==> src/rtl/countdown_timer_if.sv <==
// Host-side bundle for the countdown timer: load/enable controls in,
// count, terminal-count pulse and busy status out.
interface countdown_timer_if #(
    parameter int WIDTH = 4
);
    logic             load;
    logic [WIDTH-1:0] load_val;
    logic             en;
    logic [WIDTH-1:0] q;
    logic             tc;
    logic             busy;

    modport master (
        output load, load_val, en,
        input  q, tc, busy
    );

    modport slave (
        input  load, load_val, en,
        output q, tc, busy
    );
endinterface

==> src/rtl/countdown_timer.sv <==
// Loadable down-counter with a one-cycle terminal-count pulse; optionally
// reloads itself on expiry to act as a periodic tick source.
module countdown_timer #(
    parameter int WIDTH       = 4,
    parameter bit AUTO_RELOAD = 1'b0
) (
    input logic              clk,
    input logic              reset,
    countdown_timer_if.slave bus
);

    typedef enum logic [1:0] {
        IDLE    = 2'd0,
        RUN     = 2'd1,
        EXPIRED = 2'd2
    } state_t;

    localparam logic [WIDTH-1:0] ONE = {{(WIDTH-1){1'b0}}, 1'b1};

    state_t           state;
    logic [WIDTH-1:0] reload;

    function automatic logic [WIDTH-1:0] dec(input logic [WIDTH-1:0] v);
        return v - ONE;
    endfunction

    always_ff @(posedge clk or negedge reset) begin
        if (!reset) begin
            state    <= IDLE;
            reload   <= '0;
            bus.q    <= '0;
            bus.tc   <= 1'b0;
            bus.busy <= 1'b0;
        end else if (bus.load) begin
            // A load overrides everything, including a simultaneous expiry.
            bus.q  <= bus.load_val;
            reload <= bus.load_val;
            bus.tc <= 1'b0;
            if (bus.load_val != '0) begin
                state    <= RUN;
                bus.busy <= 1'b1;
            end else begin
                state    <= IDLE;
                bus.busy <= 1'b0;
            end
        end else begin
            case (state)
                RUN: begin
                    if (bus.en && bus.q == ONE) begin
                        bus.tc <= 1'b1;
                        if (AUTO_RELOAD) begin
                            bus.q <= reload;
                        end else begin
                            bus.q    <= '0;
                            state    <= EXPIRED;
                            bus.busy <= 1'b0;
                        end
                    end else begin
                        // Guard on nonzero so the count can never wrap to max.
                        if (bus.en && bus.q != '0)
                            bus.q <= dec(bus.q);
                        bus.tc <= 1'b0;
                    end
                end
                EXPIRED: begin
                    state    <= IDLE;
                    bus.tc   <= 1'b0;
                    bus.busy <= 1'b0;
                end
                default: begin
                    state    <= IDLE;
                    bus.tc   <= 1'b0;
                    bus.busy <= 1'b0;
                end
            endcase
        end
    end

endmodule
==> src/flat_wrapper.sv <==
// flat-port wrapper written by rule: the top's interface ports become plain ports
module countdown_timer_flat 
#(
    parameter int WIDTH       = 4,
    parameter bit AUTO_RELOAD = 1'b0
)
  (clk, reset, bus_load, bus_load_val, bus_en, bus_q, bus_tc, bus_busy);
  countdown_timer_if #(.WIDTH(WIDTH)) bus_i ();
  input logic clk;
  input logic reset;
  input wire logic [$bits(bus_i.load)-1:0] bus_load;
  input wire logic [$bits(bus_i.load_val)-1:0] bus_load_val;
  input wire logic [$bits(bus_i.en)-1:0] bus_en;
  output wire logic [$bits(bus_i.q)-1:0] bus_q;
  output wire logic [$bits(bus_i.tc)-1:0] bus_tc;
  output wire logic [$bits(bus_i.busy)-1:0] bus_busy;
  assign bus_i.load = bus_load;
  assign bus_i.load_val = bus_load_val;
  assign bus_i.en = bus_en;
  assign bus_q = bus_i.q;
  assign bus_tc = bus_i.tc;
  assign bus_busy = bus_i.busy;
  countdown_timer #(.WIDTH(WIDTH), .AUTO_RELOAD(AUTO_RELOAD)) u_core (.clk(clk), .reset(reset), .bus(bus_i));
endmodule
==> config.mk <==
export PLATFORM = sky130hd
export DESIGN_NAME = countdown_timer_flat
export DESIGN_NICKNAME = d
export VERILOG_FILES = /design/src/rtl/countdown_timer_if.sv /design/src/rtl/countdown_timer.sv /design/src/flat_wrapper.sv
export SDC_FILE = /design/constraint.sdc
export NUM_CORES = 1
export LEC_CHECK = 0
export CELL_PAD_IN_SITES_DETAIL_PLACEMENT = 1
export CELL_PAD_IN_SITES_GLOBAL_PLACEMENT = 1
export CORE_AREA = 2 2 42 44
export CTS_BUF_LIST = sky130_fd_sc_hd__clkbuf_2 sky130_fd_sc_hd__clkbuf_4 sky130_fd_sc_hd__clkbuf_8
export DETAILED_ROUTE_END_ITERATION = 8
export DIE_AREA = 0 0 44 46
export MAX_ROUTING_LAYER = met4
export PLACE_DENSITY_LB_ADDON = 0.12
export SETUP_SLACK_MARGIN = 0.2
export SLEW_MARGIN = 40
export SYNTH_ARGS = -nofsm -noshare
export SYNTH_HDL_FRONTEND = slang
export SYNTH_SLANG_ARGS = --single-unit
==> constraint.sdc <==
create_clock -name clk -period 2 [get_ports clk]
set_clock_uncertainty 0.15 [all_clocks]
set_input_delay 0.2 -clock clk [delete_from_list [all_inputs] [get_ports clk]]
set_output_delay 0.2 -clock clk [all_outputs]
set_load 0.005 [all_outputs]
==> summary.txt <==
Hold WS: 75.8 ps
routed wire length: 1200 um
DRC: 0
Pwr Density: 680 nW/um2
hold_buf cts: 0
Setup Total Neg Slack: 0 ps
first-pass GRT wire length: 1990 um
total gr overflow: 0
Worst Hold Class: in2async
Worst Tran Pin Value: 351 ps
Worst setup SP type: flop
Initial Utilization: 0.272
FF-to-FF Start: u_core.bus.q[0]$_DFFE_PN0P_
post-synthesis cell area: 439 um2
final number of hold-violating endpoints: 0
total power draw: 0.449 mW
CP required: 2000 ps
CTS buffer count: 3
fin crit period: 1760 ps
Rel. slew slack: 0.765
Root Buffer Master: clkbuf_4
initial DRC count: 7
DR WL/cell: 14.3 um
Yosys warning count: 0
RSZ-0062 raised after global routing: yes
Seq/Total Area, Yosys: 0.399
critical path arrival: 1750 ps
Int Power: 0.324 mW
Total GRT Usage: 0.142
CTS tree: yes
Leakage: 0.285 nW
R2R setup slack: 240 ps
largest net degree at the start of global routing: 10
site row count: 15
Max Cap Viol: 0
Final Max Tran Viols: 0
drt via density: 5.26
Final HPWL DP: 974 um
drt pass-1 iters: 4
synthesized net count: 57
most frequent cells in the layout: clkdlybuf4s50_1 (13), dfrtp_1 (7), buf_4 (6)
GPL Wtd Cong: 0.705
final setup violation count: 0
syn avg cell area: 9.55 um2
Seq pwr share: 0.377
outcome: finished clean
reg2reg path depth: 5
power share of the clock group: 0.317
Post-Synthesis Cells: 46
Reg clk slew, reported paths: 60 ps
commonest non-fill, non-tap cell in the layout: clkdlybuf4s50_1
Switching Fraction: 0.278
CTS HTree Levels: 1
Die W: 44 um
post-synthesis register bit count: 7
fin crit share: 0.879
switching power: 0.125 mW
initial antenna violation count: 0
via count: 442
vias in the first global route: 467
synth-to-layout area growth: 50.4%
core region area: 1610 um2
share of cells above drive strength 1: 0.209
clk buf depth: 2
Die H: 46 um
reg2reg end: u_core.bus.q[1]$_DFFE_PN0P_
Die Footprint: 2020 um2
Peak VDD IR: 0.000298 V
Port Buf Inserts: 13
Ant. Diodes: 0
post-synth cell types: 24
CP endpoint kind: flop
Setup CP Type: reg2reg
CTS Sinks: 7
Top-Level Pins: 14
Worst Path Max Fanout: 4
Comb power frac: 0.306
Skew-Pair Late Insertion Delay: 250 ps
Layout Nets: 79
# fillers: 193
Post-DRT Antenna Nets: 0
f_max: 569 MHz
[synth_stat cells]
master / number / share of area
a22o_1: 1 / 0.020
nand2b_1: 3 / 0.043
nand3_1: 1 / 0.011
inv_1: 2 / 0.017
a211o_1: 3 / 0.060
o22ai_1: 1 / 0.014
or4_1: 1 / 0.017
ha_1: 3 / 0.085
o211ai_1: 1 / 0.017
nor2b_1: 1 / 0.014
clkbuf_1: 2 / 0.017
dfrtp_1: 7 / 0.40
nor2_1: 3 / 0.026
a211oi_1: 1 / 0.017
nand4b_1: 1 / 0.020
or4b_4: 1 / 0.031
o311ai_1: 1 / 0.020
nand4_1: 1 / 0.014
nand2_1: 4 / 0.034
and3b_1: 1 / 0.020
nor3_1: 3 / 0.034
nand4bb_1: 1 / 0.026
and4_1: 1 / 0.020
a21oi_1: 2 / 0.023
[registers in the layout, indices dropped and copies added, names as in the netlist]
register         count
u_core.bus.busy      1
u_core.state         1
u_core.bus.tc        1
u_core.bus.q         4
[power by group through the flow]
stage,clock [mW],combinational (mW),sequential (mW)
final,0.142,0.138,0.169
after global routing,0.155,0.154,0.171
after CTS,0.147,0.126,0.170
after detailed placement,0,0.120,0.173
after global placement,0,0.119,0.173
after floorplan,0,0.0572,0.171
[through the flow]
step	instance area, um2	utilization	cells	setup WS, ps
detailed placement	598	0.371	76	152
global route	661	0.409	84	174
CTS	638	0.395	81	202
global placement	598	0.371	76	158
floorplan	439	-	46	234
finish	661	0.409	84	243
[final cells by class]
type / count / area (um2) / area share
flip-flops and latches: 7 / 175 / 0.265
repair buffers: 19 / 175 / 0.265
well taps: 17 / 21.3 / 0.0322
clock buffers: 4 / 30.0 / 0.0455
multi-input cells: 35 / 251 / 0.381
inverters: 2 / 7.51 / 0.0114
[cell families after synthesis]
| family | after synthesis | synth area share |
|---|---|---|
| simple gates | 22 | 0.311 |
| fa+ha+maj | 3 | 0.0855 |
| compound gates | 10 | 0.171 |
| buf+inv | 4 | 0.0342 |
| flops | 7 | 0.399 |
[worst max-delay path, cell delays in order (launching register included)]
cell and delay, ps:
dfrtp_1 420, inv_2 100, ha_1 160, or4b_4 490, a211o_1 280, o311ai_1 70
[metal layers]
layer	vias up	global-route usage	part of all wire
met1	215	0.176	0.47
met4	0	0.0545	0
met5	-	-	0
met3	0	0.0278	0.062
li1	215	-	-
met2	12	0.229	0.46
[how the worst max path moves through the flow]
| stage | from | endpoint | cells after the start |
|---|---|---|---|
| after floorplan | u_core.bus.q[1]$_DFFE_PN0P_ | u_core.bus.q[1]$_DFFE_PN0P_ | 5 |
| after global placement | u_core.bus.q[0]$_DFFE_PN0P_ | u_core.bus.q[1]$_DFFE_PN0P_ | 5 |
| after detailed placement | u_core.bus.q[0]$_DFFE_PN0P_ | u_core.bus.q[1]$_DFFE_PN0P_ | 5 |
| after CTS | u_core.bus.q[0]$_DFFE_PN0P_ | u_core.bus.q[1]$_DFFE_PN0P_ | 5 |
| after global routing | u_core.bus.q[0]$_DFFE_PN0P_ | u_core.bus.q[1]$_DFFE_PN0P_ | 5 |
| final | u_core.bus.q[0]$_DFFE_PN0P_ | u_core.bus.q[1]$_DFFE_PN0P_ | 5 |
[repair_timing]
item | CTS | global route
pin swaps | 0 | 3
endpoints found under the setup margin | 2 | 2
gates resized for setup | 3 | 0
buffers inserted | 1 | 3
No activity file was read; power rests on OpenSTA's default activity.
